`config.mk`:
```
export PLATFORM = sky130hd
export DESIGN_NAME = alu_fun_dispatch
export DESIGN_NICKNAME = d
export VERILOG_FILES = /design/src/rtl/alu_fun_dispatch.sv
export SDC_FILE = /design/constraint.sdc
export NUM_CORES = 1
export LEC_CHECK = 0
export ABC_AREA = 1
export BUFFER_PORTS_ARGS = -buffer_cell sky130_fd_sc_hd__clkbuf_2
export CAP_MARGIN = 20
export CORE_AREA = 5 5 66 68
export CTS_CLUSTER_DIAMETER = 40
export DETAILED_ROUTE_END_ITERATION = 6
export DIE_AREA = 0 0 71 73
export PLACE_DENSITY_LB_ADDON = 0.1
export SYNTH_ARGS = -nofsm -noshare
export SYNTH_HDL_FRONTEND = slang
export SYNTH_SLANG_ARGS = --single-unit
```
`constraint.sdc`:
```
create_clock -name CLK -period 3.3 [get_ports CLK]
set_clock_uncertainty 0.2 [all_clocks]
set_input_delay 0.66 -clock CLK [delete_from_list [all_inputs] [get_ports CLK]]
set_output_delay 0.66 -clock CLK [all_outputs]
set_load 0.02 [all_outputs]
```
`src/rtl/alu_fun_dispatch.sv`:
```
// ALU function dispatcher: registers a function request, enables one unit,
// and reports completion, illegal selects or timeout.
module alu_fun_dispatch #(
  parameter int FUN_WIDTH = 4,
  parameter int SEL_WIDTH = 2,
  parameter int N_UNITS   = 4,
  parameter int TIMEOUT   = 16
) (
  input  logic                           CLK,
  input  logic                           RST,
  input  logic                           FUN_VALID,
  output logic                           FUN_READY,
  input  logic [FUN_WIDTH-1:0]           ALU_FUN,
  input  logic [N_UNITS-1:0]             UNIT_DONE,
  output logic [N_UNITS-1:0]             UNIT_EN,
  output logic [FUN_WIDTH-SEL_WIDTH-1:0] UNIT_FUN,
  output logic                           BUSY,
  output logic                           OUT_VALID,
  output logic [SEL_WIDTH-1:0]           OUT_UNIT,
  output logic                           ILLEGAL,
  output logic                           TIMEOUT_ERR
);

  localparam int SUB_W = FUN_WIDTH - SEL_WIDTH;
  localparam int CW    = (TIMEOUT > 0) ? $clog2(TIMEOUT + 1) : 1;

  typedef enum logic {
    IDLE,
    ACTIVE
  } state_t;

  state_t               state_q, state_d;
  logic [CW-1:0]        cnt_q, cnt_d;
  logic [SEL_WIDTH-1:0] sel_q, sel_d;
  logic [N_UNITS-1:0]   en_q, en_d;
  logic [SUB_W-1:0]     fun_q, fun_d;
  logic                 busy_q, busy_d;
  logic                 ov_q, ov_d;
  logic [SEL_WIDTH-1:0] ou_q, ou_d;
  logic                 ill_q, ill_d;
  logic                 to_q, to_d;

  logic [SEL_WIDTH-1:0] sel;
  logic                 sel_ok;
  logic [N_UNITS-1:0]   onehot;
  logic                 hit;
  logic                 expired;

  assign sel     = ALU_FUN[FUN_WIDTH-1 -: SEL_WIDTH];
  assign sel_ok  = 32'(sel) < N_UNITS;
  // The enable is one-hot on the active unit, so masking picks its strobe.
  assign hit     = |(UNIT_DONE & en_q);
  assign expired = (TIMEOUT != 0) && (cnt_q == CW'(TIMEOUT - 1));

  always_comb begin
    onehot = '0;
    for (int i = 0; i < N_UNITS; i++)
      onehot[i] = (32'(sel) == i);
  end

  always_comb begin
    state_d = state_q;
    cnt_d   = cnt_q;
    sel_d   = sel_q;
    en_d    = en_q;
    fun_d   = fun_q;
    busy_d  = busy_q;
    ov_d    = 1'b0;
    ou_d    = ou_q;
    ill_d   = 1'b0;
    to_d    = 1'b0;
    case (state_q)
      IDLE: begin
        if (FUN_VALID) begin
          if (sel_ok) begin
            state_d = ACTIVE;
            cnt_d   = '0;
            sel_d   = sel;
            en_d    = onehot;
            fun_d   = ALU_FUN[SUB_W-1:0];
            busy_d  = 1'b1;
          end else begin
            ill_d = 1'b1;
          end
        end
      end
      ACTIVE: begin
        if (hit) begin
          state_d = IDLE;
          en_d    = '0;
          busy_d  = 1'b0;
          ov_d    = 1'b1;
          ou_d    = sel_q;
        end else if (expired) begin
          state_d = IDLE;
          en_d    = '0;
          busy_d  = 1'b0;
          to_d    = 1'b1;
        end else begin
          cnt_d = cnt_q + CW'(1);
        end
      end
      default: state_d = IDLE;
    endcase
  end

  always_ff @(posedge CLK or posedge RST) begin
    if (RST) begin
      state_q <= IDLE;
      cnt_q   <= '0;
      sel_q   <= '0;
      en_q    <= '0;
      fun_q   <= '0;
      busy_q  <= 1'b0;
      ov_q    <= 1'b0;
      ou_q    <= '0;
      ill_q   <= 1'b0;
      to_q    <= 1'b0;
    end else begin
      state_q <= state_d;
      cnt_q   <= cnt_d;
      sel_q   <= sel_d;
      en_q    <= en_d;
      fun_q   <= fun_d;
      busy_q  <= busy_d;
      ov_q    <= ov_d;
      ou_q    <= ou_d;
      ill_q   <= ill_d;
      to_q    <= to_d;
    end
  end

  assign FUN_READY   = (state_q == IDLE);
  assign UNIT_EN     = en_q;
  assign UNIT_FUN    = fun_q;
  assign BUSY        = busy_q;
  assign OUT_VALID   = ov_q;
  assign OUT_UNIT    = ou_q;
  assign ILLEGAL     = ill_q;
  assign TIMEOUT_ERR = to_q;

endmodule

```
# == Word-level counts from Yosys, hierarchy flattened ==
# Cells that the tools add are included.
# Widths: inputs -> output; s select.
# totals
input_bits,11
register_bits,19
word_cells,47
# op_classes
eq_ne,8
reduce_logical,6
mux,21
addsub,1
bitwise_logic,2
# ops
op,n
$mux 5,3
$mux 4,3
$mux 1,11
$pmux 5 s2,1
$pmux 4 s2,1
$ne 2x2->1 const B,3
$reduce_and 2->1,3
$add 5x1->5 const B,1
$eq 5x4->1 const B,1
$and 4x4->4,1
$eq 2x2->1 const B,2
$pmux 1 s2,2
$reduce_or 4->1,1
$ne 3x1->1 const B,1
$reduce_and 3->1,1
$eq 2x1->1 const B,1
$logic_not 2->1,1
$not 1->1,1

# == Depth between registers and ports, before layout ==
# Gate-level depths: netlist of run 1.
# logic_depth
word_depth,4
mapped_depth,9

# == Worst setup path after synthesis of run 1 ==
# OpenSTA, ideal clock, no wires.
# synth_timing
kind,register -> register
start,reg cnt_q[0]
end,"reg en_q[0], in the netlist UNIT_EN[0]"
path_buffers,0
stages_incl_launch_ff,10
arrival_ns,1.361
t_required_ns,3.035
path_slack_ns,1.674
path_cell_list,dfrtp_1 > ha_1 > nand2_1 > nor2_1 > ha_1 > nor2_8 > nand2_4 > nand2_4 > nand2_1 > nand2_1
# synth_via
elab_chain_cells,3
# synth_lines
element,line,rtl
"start, declared",33,"logic [CW-1:0] cnt_q, cnt_d;"
"start signal, assigned",121,cnt_q <= cnt_d;
$eq 5x4->1,53,assign expired = (TIMEOUT != 0) && (cnt_q == CW'(TIMEOUT - 1));
$ne 3x1->1 (no source line),--,
$reduce_and 2->1 (no source line),--,
"end signal, assigned",123,en_q <= en_d;
"end, declared",35,"logic [N_UNITS-1:0] en_q, en_d;"
# No other way between the ends.
# A chain may end at the register's enable or synchronous reset.

# == Worst setup path in the final report of run 1 ==
# layout_timing
start,reg state_q
end,out FUN_READY
# layout_via
elab_chain_cells,1
# layout_lines
element,line,rtl
"start, declared",32,"state_t state_q, state_d;"
"start signal, assigned",120,state_q <= state_d;
$not 1->1 (no source line),--,
"end, declared",12,"output logic FUN_READY,"
# No other way between the ends.

==> results of run 1 <==
[cells by family after synthesis]
group / share of synthesized area (%)
AO/OA/AOI/OAI: 2.243
adder cells (fa/ha/maj): 2.805
buffers and inverters: 4.768
flip-flops: 53.30
other: 0.4204
AND/OR/NAND/NOR: 36.47
[final cells by class]
cell class              instances  share of cell area [%]
clock buffers                   4                   4.105
inverters                       8                   2.737
multi-input cells              70                   34.09
flip-flops and latches         19                   43.33
well taps                      50                   5.701
repair buffers                 22                   10.03
[flip-flops by register name, indices dropped and copies added, names as in the netlist]
signal       flops
sel_q            2
UNIT_FUN         2
state_q          1
OUT_VALID        1
TIMEOUT_ERR      1
BUSY             1
cnt_q            5
OUT_UNIT         2
UNIT_EN          4
[power by group]
group / internal (mW) / switching (mW) / leakage (nW)
Combinational: 0.141 / 0.284 / 0.333
Clock: 0.0857 / 0.0769 / 0.0228
Sequential: 0.322 / 0.0626 / 0.246
[worst register-to-register path, cell delays in order, from the launching register on]
cell,delay [ns]
dfrtp_1,0.42
ha_1,0.22
nand2_1,0.08
nor2_1,0.05
ha_1,0.24
nor2_8,0.18
nand2_4,0.10
nand3_1,0.09
nand2_1,0.05
[metal layers]
metal | part of all wire [%] | track usage, % | vias up
met3 | 5.9 | 2.204 | 2
li1 | - | - | 363
met5 | 0 | 0 | -
met4 | 1.2 | 3.132 | 0
met1 | 48 | 10.56 | 329
met2 | 45 | 12.46 | 20
[worst paths after layout]
kind	from	to	slack (ns)	cells after the start
max	state_q	FUN_READY	1.40	2
max reg2reg	cnt_q[0]	cnt_q[2]	1.57	8
min reg2reg	UNIT_FUN[0]	UNIT_FUN[0]	0.28	2
max in group asynchronous	RST	TIMEOUT_ERR	2.14	2
min	UNIT_FUN[0]	UNIT_FUN[0]	0.28	2
min in group asynchronous	RST	UNIT_EN[2]	0.30	2
[placed cells by master, fill, tap and decap left out, types with 3 or more instances in the layout]
cell      count
nand2_1      37
clkbuf_2     22
dfrtp_1      19
nand3_1      11
inv_1         6
nand4_1       3
nor2_1        3
o21ai_0       3
clkbuf_8      3
==> metrics.md, run 1 <==
| Metric | Value |
|---|---|
| Worst EP arrival | `1.04 ns` |
| Syn Inst Count | `99` |
| Delay-heaviest family, CP | `flip-flops` |
| Area after DPL | `1052 sq um` |
| Power per cell area | `886.2 nW/um^2` |
| Top-area cell type share of the netlist area | `between 50 and 60%` |
| Max_cap viols | `0` |
| CTS buffer count | `3` |
| IO Pins | `24` |
| Clock slew at reported path FFs | `0.07 ns` |
| DRT Pass-1 Iters | `4` |
| YS warnings | `0` |
| Slew Limit Fails | `0` |
| Sequential cell area | `475.5 sq um` |
| Vias | `714` |
| Area of the multi-input gates | `374.1 sq um` |
| HP Class | `reg2reg` |
| IO buf count | `22` |
| Hold-fix buffers at CTS | `0` |
| Final Wtd Congestion | `between 0.7 and 0.8` |
| Remaining DRCs | `0` |
| Final WS setup | `1.398 ns` |
| Final Util | `28.89%` |
| Total GRT Usage | `8.008%` |
| H-tree levels | `1` |
| Syn_nets | `112` |
| DIE WIDTH | `71 um` |
| CTS tree | `yes` |
| Most common cell in the synthesized netlist | `nand2_1` |
| EDFF count, synth | `0` |
| Area added between synthesis and finish | `23.00%` |
| Clock sink count | `19` |
| Critical path endpoint category | `output port` |
| Commonest cells in the netlist | `nand2_1 (37), dfrtp_1 (19), nand3_1 (11)` |
| Least-Margin Pin Slew | `roughly 0.72 ns` |
| Worst stage delay on the critical path | `0.42 ns` |
| Worst vdd ir | `0.0003589 V` |
| Crit-path slowest cell | `dfrtp_1` |
| Synthesized cell area | `892.1 sq um` |
| Final hold vios | `0` |
| Proportion of layout cells with a drive suffix above 1 | `27.64%` |
| Max_slew headroom | `roughly 52%` |
| DIE AREA | `just over 5000 sq um` |
| CP Max Fanout | `7` |
| Synth top area cells | `dfrtp_1 (53%), nand2_1 (16%), nand3_1 (6.2%), nor2_8 (4.5%), ha_1 (2.8%)` |
| Number of register bits inferred by synthesis | `19` |
| Primary FF master, synth | `dfrtp_1` |
| Setup Fix Bufs, Post-CTS | `0` |
| HPWL after DPL | `approximately 1400 um` |
| ANT cells | `0` |
| Largest area contributor in the netlist | `dfrtp_1` |
| Crit path kind | `reg2out` |
| Final std cells w/o fill | `173` |
| Setup tns final | `0 ns` |
| Largest net degree at the start of global routing | `20` |
| DR iter-0 viols | `19` |
| Fillers | `423` |
| First-pass GRT wire length | `~3200 um` |
| Initial Util | `23.48%` |
| Critical path data required time | `2.44 ns` |
| Post-cts sizing count | `0` |
| CTS Root Cell | `clkbuf_8` |
| Min Tclk post-route | `around 1.9 ns` |
| Critical path launch point type | `register` |
| Fin area | `1097 sq um` |
| DP Cell Count | `169` |
| Worst path bufs/invs | `2` |
| Ys async rst share | `100.0%` |
| Leakage | `0.6019 nW` |
| Yosys cell types | `19` |
| Layout Nets | `approximately 140` |
| Final WL | `1867 um` |
| Sequential cell area fraction in the yosys report | `a little over half` |
| WHS | `about 0.28 ns` |
| Final worst-path cycle share | `57.63%` |
| Die H | `about 73 um` |
| Core area | `3799 sq um` |
| Gr ovfl total | `0` |
| Initial antenna violation count | `0` |
| Clock Path Buffers | `2` |
| Fmax | `525.9 MHz` |
| WL per Instance | `10.79 um` |
| Vias in the first global route | `700` |
| Tot Pwr | `0.9724 mW` |
| Status | `completed` |
| Final Setup Violations | `0` |
| RSZ-0062 raised after global routing | `no` |
| Core Rows | `23` |
| DP Worst Slack | `~1.6 ns` |
| Skew-Pair Late Insertion Delay | `0.25 ns` |
| Synthesized area per cell | `between 9 and 10 sq um` |
| DR vias/cell | `4.127` |
| Critical-path cell list | `inv_2 -> clkbuf_2` |
| Antenna Nets Post-Route | `0` |
(Power assumes the default switching activity.)
==> run 2, diff against run 1 <==
--- a/config.mk
+++ b/config.mk
@@ -5,13 +5,13 @@
 export SDC_FILE = /design/constraint.sdc
 export NUM_CORES = 1
 export LEC_CHECK = 0
-export ABC_AREA = 1
+export ABC_AREA = 0
 export BUFFER_PORTS_ARGS = -buffer_cell sky130_fd_sc_hd__clkbuf_2
 export CAP_MARGIN = 20
-export CORE_AREA = 5 5 66 68
+export CORE_AREA = 5 5 67 69
 export CTS_CLUSTER_DIAMETER = 40
 export DETAILED_ROUTE_END_ITERATION = 6
-export DIE_AREA = 0 0 71 73
+export DIE_AREA = 0 0 72 74
 export PLACE_DENSITY_LB_ADDON = 0.1
 export SYNTH_ARGS = -nofsm -noshare
 export SYNTH_HDL_FRONTEND = slang
==> constraint.sdc (replaced) <==
create_clock -name CLK -period 2 [get_ports CLK]
set_clock_uncertainty 0.2 [all_clocks]
set_input_delay 0.4 -clock CLK [delete_from_list [all_inputs] [get_ports CLK]]
set_output_delay 0.4 -clock CLK [all_outputs]
set_load 0.02 [all_outputs]
==> run 2 against run 1 <==
Synthesized cell count decreased by 22%. Utilization increased by 0.57 points. Register-to-register slack worse by 1.4 ns. Worst hold slack worse by 0.11 ns. Combinational power rose by 89%. Clock power up 67%. Critical path depth up 4. Design area up 3.5%. Wire length rose by 10%. Non-clock buffer count up 4. Power grew 81%. Critical path type is now reg2reg. Largest power group unchanged.
==> metrics.md, run 2 <==
| Metric | Value |
|---|---|
| CP startpoint | `cnt_q[0]` |
| Commonest cells in the netlist | `dfrtp_1 (19), nand2_1 (10), mux2i_1 (8)` |
| Highest-count cells in the layout ignoring fill and taps | `clkbuf_2 (22), dfrtp_1 (19), nand2_1 (10)` |
| First-pass GRT wire length | `3505 um` |
| Largest family of logic cells by synthesized area | `multiplexers` |
| Yosys cell types | `26` |
| Setup tns final | `0 ns` |
| Worst vdd ir | `between 0.0005 and 0.0006 V` |
| HPWL after DPL | `around 1500 um` |
| CTS buffer count | `3` |
| Most common cell in the synthesized netlist | `dfrtp_1` |
| Primary FF master, synth | `dfrtp_1` |
| Critical path launch point type | `register` |
| Layout Nets | `about 120` |
| Post-Synth Simple-Gate Area | `~13%` |
| Gr ovfl total | `0` |
| CP Max Fanout | `5` |
| HP Class | `in2reg` |
| Reg with most FFs | `cnt_q` |
| Area added between synthesis and finish | `24.90%` |
| Fin area | `1136 sq um` |
| Hold path depth | `2` |
| Sequential cell area fraction in the yosys report | `52.27%` |
| Most frequent CP cell | `ha_1` |
| DRT Pass-1 Iters | `4` |
| Synthesized area per cell | `11.81 sq um` |
| IO Pins | `24` |
| Final hold vios | `0` |
| Clock sink count | `19` |
| Worst stage delay on the critical path | `0.41 ns` |
| Post-synthesis mux area share | `16.23%` |
| Top-area cell type share of the netlist area | `52.27%` |
| Die H | `74 um` |
| Leakage | `0.5866 nW` |
| Final WS setup | `0.1223 ns` |
| YS warnings | `0` |
| Area after DPL | `1081 sq um` |
| Final Wtd Congestion | `0.7238` |
| Critical path data required time | `1.94 ns` |
| Synth top area cells | `dfrtp_1 (52%), mux2i_1 (8.8%), mux2_2 (5.0%), a22oi_4 (4.7%), nand2_1 (4.1%)` |
| Post-synthesis xor/xnor area fraction | `less than 1%` |
| Proportion of layout cells with a drive suffix above 1 | `35.92%` |
| EDFF count, synth | `0` |
| Min Tclk post-route | `roughly 1.9 ns` |
| Critical hold path startpoint | `ALU_FUN[0]` |
| DP Cell Count | `148` |
| Total GRT Usage | `9.031%` |
| Syn Inst Count | `77` |
| Clock slew at reported path FFs | `0.07 ns` |
| Vias | `between 600 and 700` |
| Largest register FFs | `5` |
| RSZ-0062 raised after global routing | `no` |
| Setup Fix Bufs, Post-CTS | `0` |
| ANT cells | `0` |
| Core Rows | `23` |
| Compound-Gate Fraction of Synth Area | `a little over 10%` |
| Initial antenna violation count | `0` |
| Skew-Pair Late Insertion Delay | `0.26 ns` |
| Worst EP arrival | `approximately 1.8 ns` |
| DIE AREA | `5328 sq um` |
| DR iter-0 viols | `25` |
| Largest area contributor in the netlist | `dfrtp_1` |
| Slew Limit Fails | `0` |
| Final WL | `about 2100 um` |
| Tot Pwr | `1.761 mW` |
| H-tree levels | `1` |
| Remaining DRCs | `0` |
| Worst reg-to-reg path cell count | `6` |
| Largest net degree at the start of global routing | `13` |
| Commonest non-fill, non-tap cell in the layout | `clkbuf_2` |
| Number of register bits inferred by synthesis | `19` |
| Crit-path slowest cell | `dfrtp_1` |
| Final std cells w/o fill | `153` |
| Reg2reg start | `cnt_q[0]` |
| Critical path endpoint category | `register` |
| Ys async rst share | `100.0%` |
| Antenna Nets Post-Route | `0` |
| Fmax | `~530 MHz` |
| Adder-cell share of the synthesized area | `under 10%` |
| Final worst-path cycle share | `between 90% and 100%` |
| Syn_nets | `90` |
| Power per cell area | `1550 nW/um^2` |
| IO buf count | `22` |
| Worst path bufs/invs | `0` |
| Crit path kind | `reg2reg` |
| DR vias/cell | `4.340` |
| DP Worst Slack | `0.1383 ns` |
| Delay-heaviest family, CP | `simple AND/OR/NAND/NOR gates` |
| Initial Util | `a little under a quarter` |
| Fillers | `around 420` |
| Worst path depth | `6` |
| Vias in the first global route | `714` |
| CTS Root Cell | `clkbuf_8` |
| Max_cap viols | `0` |
| Core area | `3856 sq um` |
| Synthesized cell area | `approximately 910 sq um` |
| Critical-path cell list | `ha_1 -> and3_1 -> ha_1 -> nor2b_1 -> nand3_2 -> mux2i_1` |
| Final Setup Violations | `0` |
| DIE WIDTH | `72 um` |
| CTS tree | `yes` |
| Clock Path Buffers | `2` |
| Status | `completed` |
| WL per Instance | `13.48 um` |
-- run 2: repair_timing --
item	in CTS	in global routing
hold endpoints to repair	7	0
hold buffers	1	0
resized for setup	0	0
setup endpoints to repair	0	0
-- run 2: layout make-up --
| type | instances | area (sq um) | area share, % |
|---|---|---|---|
| Clock buffer | 4 | 45.04 | 3.965 |
| Multi-Input combinational cell | 50 | 395.4 | 34.80 |
| Sequential cell | 19 | 475.5 | 41.85 |
| Inverter | 4 | 15.01 | 1.322 |
| Tap cell | 50 | 62.56 | 5.507 |
| Timing Repair Buffer | 26 | 142.6 | 12.56 |
-- run 2: cells by family after synthesis --
family | Yosys count
compound gates | 10
other cells | 1
mux | 14
flops | 19
xor+xnor | 1
fa+ha+maj | 2
buf+inv | 8
simple gates | 22
-- run 2: layer usage --
layer / GRT usage (%) / vias to the layer above / wire length [um]
li1: - / 320 / -
met1: 12.22 / 317 / 983
met2: 12.65 / 23 / 888
met3: 2.027 / 4 / 147
met4: 6.472 / 0 / 43
met5: 0 / - / 0
-- run 2: metrics by stage --
step           hold WS, ns  utilization, %
2_1_floorplan       0.1511               -
3_3_place_gp        0.1407           28.03
3_5_place_dp        0.1491           28.03
4_1_cts             0.1655           29.46
5_1_grt             0.1662           29.46
6_report            0.1724           29.46
-- run 2: path summary, 6_finish.rpt --
path                                to  slack, ns
max in group asynchronous         BUSY       0.70
setup / recovery              cnt_q[0]       0.12
hold reg to reg            OUT_UNIT[1]       0.29
setup reg to reg              cnt_q[0]       0.12
hold / removal             UNIT_FUN[0]       0.17
min in group asynchronous     cnt_q[0]       0.41
-- run 2: report_power, final --
group | internal [mW] | leakage, nW | total (mW) | switching [mW]
Sequential | 0.554 | 0.239 | 0.682 | 0.128
Clock | 0.142 | 0.0228 | 0.272 | 0.130
Combinational | 0.332 | 0.324 | 0.807 | 0.475
